**src/rtl/video_pixel_unpacker.sv**
```systemverilog
// Unpacks packed framebuffer words into one 8:8:8:PAD pixel per beat; modes latched on start-of-frame words.
// Latency: pixel 0 of a word is valid the cycle after the word is accepted; one pixel per cycle sustained.
// Backpressure: one-word buffer; input ready only when the buffer is empty or its last pixel leaves this cycle.
module video_pixel_unpacker #(
    parameter int          IN_W      = 32,
    parameter int          BYTE_SWAP = 0,
    parameter logic [7:0]  PAD       = 8'h00,
    parameter int          DROP_W    = 16
) (
    input  logic              vid_aclk,
    input  logic              vid_areset,
    input  logic [IN_W-1:0]   m_axis_vid_tdata,
    input  logic              m_axis_vid_tvalid,
    output logic              m_axis_vid_tready,
    input  logic              m_axis_vid_tuser,
    input  logic              m_axis_vid_tlast,
    output logic [31:0]       s_axis_vid_tdata,
    output logic              s_axis_vid_tvalid,
    input  logic              s_axis_vid_tready,
    output logic              s_axis_vid_tuser,
    output logic              s_axis_vid_tlast,
    input  logic [1:0]        mode,
    output logic [DROP_W-1:0] drop_count
);

    localparam int IDX_W = $clog2(IN_W / 8);

    typedef enum logic {HUNT, RUN} state_t;

    state_t            state_q, state_d;
    logic [IN_W-1:0]   w_q;
    logic [IDX_W-1:0]  idx_q;
    logic [IDX_W-1:0]  last_idx;
    logic              full_q;
    logic              sof_q;
    logic              eol_q;
    logic [1:0]        mode_q;
    logic [DROP_W-1:0] drop_q;
    logic              pix_last;
    logic              in_acc;
    logic              out_acc;
    logic [31:0]       lane32;
    logic [15:0]       lane16;
    logic [7:0]        lane8;
    logic [15:0]       x;

    // Index of the final pixel in the buffered word for the latched mode
    always_comb begin
        unique case (mode_q)
            2'd0:    last_idx = IDX_W'(IN_W / 32 - 1);
            2'd1,
            2'd2:    last_idx = IDX_W'(IN_W / 16 - 1);
            default: last_idx = IDX_W'(IN_W / 8 - 1);
        endcase
    end

    assign pix_last = (idx_q == last_idx);
    assign in_acc   = m_axis_vid_tvalid && m_axis_vid_tready;
    assign out_acc  = full_q && s_axis_vid_tready;

    // FSM state register
    always_ff @(posedge vid_aclk or posedge vid_areset) begin
        if (vid_areset) state_q <= HUNT;
        else            state_q <= state_d;
    end

    // FSM next state: leave HUNT on the first start-of-frame word; RUN is sticky until reset
    always_comb begin
        state_d = state_q;
        unique case (state_q)
            HUNT:    if (in_acc && m_axis_vid_tuser) state_d = RUN;
            default: state_d = RUN;
        endcase
    end

    // FSM outputs: handshakes and frame markers
    always_comb begin
        m_axis_vid_tready = (state_q == HUNT) || !full_q || (s_axis_vid_tready && pix_last);
        s_axis_vid_tvalid = full_q;
        s_axis_vid_tuser  = full_q && sof_q && (idx_q == '0);
        s_axis_vid_tlast  = full_q && eol_q && pix_last;
        drop_count        = drop_q;
    end

    // Word buffer, pixel index, latched mode and drop counter; a load overrides the free of the last pixel
    always_ff @(posedge vid_aclk or posedge vid_areset) begin
        if (vid_areset) begin
            w_q    <= '0;
            idx_q  <= '0;
            full_q <= 1'b0;
            sof_q  <= 1'b0;
            eol_q  <= 1'b0;
            mode_q <= 2'd0;
            drop_q <= '0;
        end else begin
            if (out_acc) begin
                if (pix_last) begin
                    full_q <= 1'b0;
                    idx_q  <= '0;
                end else begin
                    idx_q  <= idx_q + IDX_W'(1);
                end
            end
            if (in_acc && (state_q == RUN || m_axis_vid_tuser)) begin
                w_q    <= m_axis_vid_tdata;
                full_q <= 1'b1;
                idx_q  <= '0;
                sof_q  <= m_axis_vid_tuser;
                eol_q  <= m_axis_vid_tlast;
                if (m_axis_vid_tuser) mode_q <= mode;
            end else if (in_acc && drop_q != {DROP_W{1'b1}}) begin
                drop_q <= drop_q + DROP_W'(1);
            end
        end
    end

    // Lane select for the current pixel and per-mode expansion to 8:8:8 plus pad
    always_comb begin
        lane32 = 32'(w_q >> {idx_q, 5'd0});
        lane16 = 16'(w_q >> {idx_q, 4'd0});
        lane8  = 8'(w_q >> {idx_q, 3'd0});
        x      = (BYTE_SWAP != 0) ? {lane16[7:0], lane16[15:8]} : lane16;
        unique case (mode_q)
            2'd0: s_axis_vid_tdata = lane32;
            2'd1: s_axis_vid_tdata = {x[4:0], x[4:2], x[10:5], x[10:9], x[15:11], x[15:13], PAD};
            2'd2: s_axis_vid_tdata = {x[4:0], x[4:2], x[9:5], x[9:7], x[14:10], x[14:12], PAD};
            default: s_axis_vid_tdata = {lane8, lane8, lane8, PAD};
        endcase
    end

endmodule

```
**config.mk**
```make
export PLATFORM = sky130hd
export DESIGN_NAME = video_pixel_unpacker
export DESIGN_NICKNAME = d
export VERILOG_FILES = /design/src/rtl/video_pixel_unpacker.sv
export SDC_FILE = /design/constraint.sdc
export NUM_CORES = 1
export LEC_CHECK = 0
export ABC_AREA = 1
export CORE_UTILIZATION = 45
export DETAILED_ROUTE_END_ITERATION = 8
export HOLD_SLACK_MARGIN = 0.03
export PLACE_DENSITY_LB_ADDON = 0.12
export SLEW_MARGIN = 10
export SYNTH_ARGS = -nofsm -noshare
export SYNTH_HDL_FRONTEND = slang
export SYNTH_SLANG_ARGS = --single-unit
```
**constraint.sdc**
```tcl
create_clock -name vid_aclk -period 1.8 [get_ports vid_aclk]
set_input_delay 0.18 -clock vid_aclk [delete_from_list [all_inputs] [get_ports vid_aclk]]
set_output_delay 0.18 -clock vid_aclk [all_outputs]
set_load 0.02 [all_outputs]
```
**Yosys cells after proc, flatten, opt, wreduce, memory -nomap -nowiden**

Cells that the tools add are included.

- Add/sub/neg operators: 2
- Bitwise logic cells: 2
- Multiplexer cells: 10
- Equal/unequal tests: 4
- Reductions and logical operators: 22
- Shift operators: 3

Operators with widths:

| operator | number |
|---|---|
| case mux 32 bit (3 select lines) | 1 |
| >> shifter 32 x 5 -> 8 bit | 1 |
| >> shifter 32 x 6 -> 16 bit | 1 |
| >> shifter 32 x 7 -> 32 bit | 1 |
| adder 16 x 1 -> 16 bit (second input constant) | 1 |
| != test 16 bit (second input constant) | 1 |
| logical AND 1 bit | 10 |
| 2-to-1 mux 2 bit | 3 |
| AND reduction 2 bit | 3 |
| 2-to-1 mux 1 bit | 5 |
| logical NOT 2 bit | 2 |
| case mux 2 bit (2 select lines) | 1 |
| nonzero test 2 bit | 2 |
| logical OR 1 bit | 3 |
| adder 2 x 1 -> 2 bit (second input constant) | 1 |
| equality test 2 x 1 -> 1 bit (second input constant) | 1 |
| equality test 2 bit | 1 |
| equality test 2 bit (second input constant) | 1 |
| NOT 1 bit | 2 |
| OR reduction 2 bit | 1 |
| logical NOT 1 bit | 1 |

- Bits in registers: 56
- Output and inout port bits: 52

**Depth between registers and ports, before layout**

Gate-level depths: netlist of the first run.

- Word-level depth: 10
- Gate-level depth with buffers: 12

**Worst setup path after synthesis of the first run**

OpenSTA, ideal clock, no wires.

- Path kind: reg-to-output
- Start point: reg idx_q[0]
- End point: out s_axis_vid_tuser
- Arrival time: 1.645 ns
- Path slack: -0.025 ns
- Buffers on the path: 3
- Cell stages (with the launch flop): 8
- Path through: dfrtp_1 -> buf_2 -> inv_2 -> clkbuf_1 -> buf_1 -> ha_1 -> nand2_1 -> nor2_1

- Cells in the longest elaborated chain, start to end: 2

RTL lines:

| what | line | source |
|---|---|---|
| from (decl) | 32 | `logic [IDX_W-1:0] idx_q;` |
| from (signal assigned) | 101 | `idx_q <= idx_q + IDX_W'(1);` |
| logical NOT 2 bit | 80 | `s_axis_vid_tuser = full_q && sof_q && (idx_q == '0);` |
| logical AND 1 bit | 80 |  |
| to (decl) | 20 | `output logic s_axis_vid_tuser,` |

Every way passes these cells.

**Worst setup path in the final report of the first run**

- Start point: reg idx_q[0]
- End point: out s_axis_vid_tdata[17]

- Cells in the longest elaborated chain, start to end: 2

RTL lines:

| what | line | source |
|---|---|---|
| >> shifter 32 x 6 -> 16 bit (tied with other cells) | 120 | `lane16 = 16'(w_q >> {idx_q, 4'd0});` |
| case mux 32 bit (3 select lines) (*) | 123 | `unique case (mode_q)` |
| to (decl) | 17 | `output logic [31:0] s_axis_vid_tdata,` |

Mark *: on every way between the ends. The rest lies on a longest branch, timed or not.

==> reports/metrics.yaml, run 1 <==
global_routing:
  first_global_vias: 4338
  antenna_found_initial: 0
  grtUsageTotal_pct: 31.8
  grt_start_max_net_pins: 57
  grt_overflow: 0
  grt_pass1_wl_um: 21100
die:
  core.rowCount: 32
  die_y_um: 92.1
  core_mm2: 0.00781
  die_area_mm2: 0.00849
  die_w_um: 92.1
  initial_core_util_pct: 46.8
  ioPinCount: 92
finish:
  drive_above_1_share_pct: 31.9
  layout_common_cells: "156 x nand2_1, 94 x buf_4, 59 x inv_1"
  nets: 747
  fin_area_mm2: 0.00583
  layout_commonest_cell: "nand2_1"
  area_growth_pct: 59.4
  diodes: 0
routing:
  wl_per_cell_um: 17.1
  vias_per_cell: 5.47
  drc: 0
  vias: 4419
  postRouteAntennaNets: 0
  first_iter_violations: 340
  wl_um: 13800
  firstDrtPassIters: 5
hold_path:
  hp-class: "in2async"
yosys:
  synthAdderAreaFrac_pct: 0.684
  synth_compound_area_share_pct: 12.4
  synth_top_family_by_area: "simple AND/OR/NAND/NOR gates"
  synthMuxAreaShare_pct: 0
  ys_types: 33
  synth_top_area_cell: "dfrtp_1"
  syn_avg_cell_area_um2: 6.83
  netlist_area_mm2: 0.00366
  yosysSeqAreaShare_pct: 38.3
  synthTopCellsByArea: "dfrtp_1 38%, nand2_1 17%, inv_1 7.3%"
  yosysWarnings: 0
  synth_xor_area_share_pct: 1.68
  synth-simple-area-share_pct: 35.9
  syn_inst: 535
  synth_top_area_share_pct: 38.3
  synth_seq_cells: 56
  syn_nets: 577
timing:
  fmax_mhz: 490
  worst_pin_slew_ns: 0.412
  hold_viol: 0
  skew_ns: 0.00787
  whs_ns: 0.227
  rsz0062_at_grt: "yes"
  slew_viol_final: 0
  period_share_pct: 113
  setup_viol: 89
  worst_slack_ns: -0.240
  fin_crit_ns: 2.04
  relSlewSlack_pct: 72.4
clock_tree:
  clock_path_buffers: 2
  worstSkewPairLatency_ns: 0.32
  cts-root-buf: "clkbuf_8"
  cts_sinks: 56
  cts-hold-fix-buffers: 0
  cts_buffers: 5
  cts-htree-levels: 2
  cts.clk_slew.worst_paths_ns: 0.11
  cts_tree: "built"
setup_path:
  crit_path_max_fanout: 6
  cp-start-kind: "flip-flop"
  cp-end-kind: "primary output"
  crit_type: "reg2out"
  rrSetupSlack_ns: -0.24
  crit_start: "idx_q[0]"
  crit_arrival_ns: 1.86
  cp.required_ns: 1.62
  r2r_start: "idx_q[0]"
power:
  ir_drop_v: 0.000906
  powerDensity_mw_per_mm2: 1860
  p_leak_uw: 0.00282
placed_design:
  io_buffers: 91
  gp_congestion: 0.999
  placed_cell_area_mm2: 0.00519
  dpl.hpwl_um: 9500
  pre_cts_slack_ns: -0.346
run:
  maxCapViolations: 0
status:
  failed_checks: "negative setup slack"
  outcome: "complete, but fails checks"
[cell families after synthesis]
logic type / Yosys count
buffers and inverters: 96
adders and majority gates: 2
AOI/OAI and AO/OA: 82
DFF: 56
xor gates and xnor gates: 7
and+or+nand+nor: 292
[synth_stat cells, drive strengths merged]
master / instances
nand3: 36
o211ai: 8
or2: 1
ha: 2
nor2: 45
buf: 13
xnor2: 2
nand3b: 1
o21ai: 52
xor2: 5
a21oi: 15
nand2: 172
nand4: 37
o21a: 1
dfrtp: 56
clkinv: 1
clkbuf: 9
o22ai: 6
inv: 73
[stage by stage]
stage	setup TNS, ns	utilization (%)	std cells	power (uW)
CTS	-11.93	72.0	797	10200
detailed placement	-14.95	66.5	779	8560
global route	-21.71	74.6	808	11400
global placement	-10.05	66.5	779	8480
finish	-14.41	74.6	808	10900
floorplan	0	-	535	5230
[metal layers]
metal  global-route usage (%)  share of wire (%)  wire (um)  up-vias
met5                        0                  0          0        -
met4                     10.7                3.5        487        0
met3                     4.81                7.1        985       45
met2                     55.2                 48       6690      207
met1                     40.1                 41       5670     2086
li1                         -                  -          -     2081
[state kept, by name, summed over array words and instances (netlist names)]
name,count
w_q,32
eol_q,1
s_axis_vid_tvalid,1
state_q,1
drop_count,16
sof_q,1
idx_q,2
mode_q,2
[area by class of cell]
type,count,area [um2]
Clock buffer,5,68.8
Clock inverter,3,22.5
Fill cell,646,1980
Inverter,74,288
Multi-Input combinational cell,383,2110
Sequential cell,56,1410
Tap cell,102,128
Timing Repair Buffer,185,1800
[power breakdown]
part / switching [uW] / leakage [uW] / internal, uW / total [uW]
clock network: 468 / 0.0000485 / 281 / 749
registers: 424 / 0.000710 / 1680 / 2110
logic: 4330 / 0.00206 / 3670 / 8000
total: 5220 / 0.00282 / 5640 / 10900
[worst paths after layout]
kind | end | depth (start not counted)
setup / recovery | s_axis_vid_tdata[17] | 7
max in group asynchronous | idx_q[0] | 3
setup reg to reg | w_q[16] | 14
hold / removal | drop_count[3] | 3
min in group vid_aclk | eol_q | 3
hold reg to reg | eol_q | 2
[timing repair]
item,4_1_cts,5_1_grt
gates cloned,3,4
buffers inserted,7,9
setup endpoints to repair,89,91
pin swaps,23,13
resized for setup,280,37
[critical path, cell delays in order, from the launching register on]
cell     delay (ns)
dfrtp_2        0.52
buf_12         0.17
buf_16         0.14
a21oi_2        0.15
o21ai_1        0.09
inv_1          0.11
nand4_1        0.18
buf_6          0.18
Note: power is estimated with default switching activity, not from simulation.
==> run 2: changes to the inputs <==
--- a/config.mk
+++ b/config.mk
@@ -10,6 +10,7 @@
 export DETAILED_ROUTE_END_ITERATION = 8
 export HOLD_SLACK_MARGIN = 0.03
 export PLACE_DENSITY_LB_ADDON = 0.12
+export REMOVE_ABC_BUFFERS = 1
 export SLEW_MARGIN = 10
 export SYNTH_ARGS = -nofsm -noshare
 export SYNTH_HDL_FRONTEND = slang
==> run 2 against run 1 <==
Compared with the run above: the run still ends with negative setup slack left; power is 8.0% higher; critical path depth grew 1; worst setup slack gained 0.053 ns; fmax rose by 2.7%.
==> reports/metrics.yaml, run 2 (synthesis results as in run 1) <==
finish:
  layout_commonest_cell: "nand2_1"
  largest_register: "w_q"
  area_growth_pct: 73.6
  layout_common_cells: "110 x nand2_1, 70 x buf_4, 56 x clkdlybuf4s50_1"
  fillCellCount: 524  # -19%
  largest_register_ffs: 32  # unchanged
  nets: 751  # +0.54%
  drive_above_1_share_pct: 42.3  # +10 points
  diodes: 0  # unchanged
  fin_area_mm2: 0.00635  # +8.9%
  fin_util_pct: 81.3  # +6.6 points
  stdcell_count: 812  # +0.50%
clock_tree:
  cts_tree: "built"
  cts_sinks: 56  # unchanged
  cts_buffers: 5  # unchanged
  cts.clk_slew.worst_paths_ns: 0.11  # about the same
  cts-root-buf: "clkbuf_8"
  cts-htree-levels: 2  # unchanged
  clock_path_buffers: 2  # unchanged
  worstSkewPairLatency_ns: 0.33  # about the same
placed_design:
  io_buffers: 91  # unchanged
  gp_congestion: 0.995  # -0.38%
  dpl.hpwl_um: 8490  # -11%
  dp_cells: 768  # -1.4%
  placed_cell_area_mm2: 0.00513  # -1.2%
setup_path:
  cpLargestDelayFamily: "buffers and inverters"
  path_buf_inv: 5  # +1
  critPathMaxStageDelay_ns: 0.49  # -0.03 ns
  crit_type: "reg2out"
  path_cells: "inv_4 > buf_12 > buf_12 > a21oi_4 > o22ai_2 > inv_2 > o211ai_1 > buf_4"
  crit_arrival_ns: 1.81  # -0.05 ns
  rrSetupSlack_ns: -0.16  # +0.08 ns
  reg2regPathDepth: 12  # -2
  r2r_end: "idx_q[1]"
  cp-end-kind: "primary output"
  cp-start-kind: "flip-flop"
  endpoint: "s_axis_vid_tdata[8]"
  critPathMostFrequentCell: "buf_12"
  cp.depth: 8  # +1
  cp_slowest_cell: "dfrtp_2"
  crit_path_max_fanout: 8  # +2
  r2r_start: "mode_q[1]"
  crit_start: "idx_q[0]"
  cp.required_ns: 1.62  # about the same
routing:
  vias_per_cell: 5.64  # +3.1%
  first_iter_violations: 310  # -8.8%
  firstDrtPassIters: 6  # +1
  vias: 4580  # +3.6%
  drc: 0  # unchanged
  wl_um: 14200  # +2.8%
  postRouteAntennaNets: 0  # unchanged
  wl_per_cell_um: 17.5  # +2.2%
timing:
  worst_pin_slew_ns: 0.528  # +0.116 ns
  whs_ns: 0.212  # -0.0148 ns
  slew_viol_final: 0  # unchanged
  period_share_pct: 110  # -3.0 points
  rsz0062_at_grt: "yes"
  relSlewSlack_pct: 64.7  # -7.7 points
  skew_ns: 0.00864  # +0.000772 ns
  fmax_mhz: 503  # +2.7%
  worst_slack_ns: -0.187  # +0.0533 ns
  fin_crit_ns: 1.99  # -0.0533 ns
  setup_viol: 82  # -7.9%
  hold_viol: 0  # unchanged
power:
  p_leak_uw: 0.00302  # +7.0%
  powerDensity_mw_per_mm2: 1850  # -0.78%
  ir_drop_v: 0.00118  # +31%
status:
  outcome: "complete, but fails checks"
  failed_checks: "negative setup slack"
hold_path:
  hp-class: "in2async"
die:
  die_area_mm2: 0.00849  # unchanged
  die_w_um: 92.1  # unchanged
  die_y_um: 92.1  # unchanged
  core.rowCount: 32  # unchanged
  ioPinCount: 92  # unchanged
  core_mm2: 0.00781  # unchanged
  initial_core_util_pct: 46.8  # unchanged
global_routing:
  grt_pass1_wl_um: 19800  # -6.1%
  first_global_vias: 4089  # -5.7%
  grt_start_max_net_pins: 57  # unchanged
  grtUsageTotal_pct: 29.4  # -2.3 points
  grt_overflow: 0  # unchanged
  antenna_found_initial: 0  # unchanged
run:
  maxCapViolations: 0  # unchanged
run 2: layout make-up:
cell class              instances  area [um2]  area share, %
well taps                     102         128           2.01
clock inverters                 2        38.8          0.611
repair buffers                189        1980           31.1
inverters                      74         288           4.53
multi-input cells             383        2440           38.4
flip-flops and latches         56        1410           22.1
clock buffers                   6        72.6           1.14
run 2: what timing repair did:
action,in CTS,in global routing
gates cloned,1,9
pin swaps,24,29
endpoints found under the setup margin,90,89
gates resized for setup,313,125
hold buffers,0,0
buffers inserted,18,10
hold endpoints to repair,0,0
run 2: routing by layer:
metal	track usage, %	vias up	share of wire [%]
met5	0	-	0
met4	7.55	0	2.2
met3	4.64	37	8.1
met2	50.4	252	50
met1	38.7	2198	40
li1	-	2093	-
run 2: through the flow:
step	worst slack, ns	power, uW	setup TNS (ns)
final	-0.187	11700	-8.97
after global routing	-0.268	12300	-16.05
after CTS	-0.131	10300	-2.30
after detailed placement	-0.358	8260	-10.72
after global placement	-0.334	8190	-9.12
after floorplan	-0.653	5040	-30.53
run 2: tightest hold or removal path, stage by stage:
cell and delay [ns]:
clkdlybuf4s50_1 0.41, inv_2 0.07, buf_12 0.28
run 2: worst min path at each step:
| stage | depth (start not counted) | end | slack, ns |
|---|---|---|---|
| final | 3 | w_q[7] | 0.21 |
| after global routing | 3 | w_q[10] | 0.25 |
| after detailed placement | 2 | eol_q | 0.47 |
| after CTS | 3 | w_q[7] | 0.23 |
| after global placement | 2 | eol_q | 0.47 |
| after floorplan | 2 | eol_q | 0.29 |
run 2: where the power goes:
group          switching [uW]  internal, uW  total, uW
clock network             465           422        887
logic                    4770          4030       8800
registers                 363          1680       2050
total                    5600          6130      11700
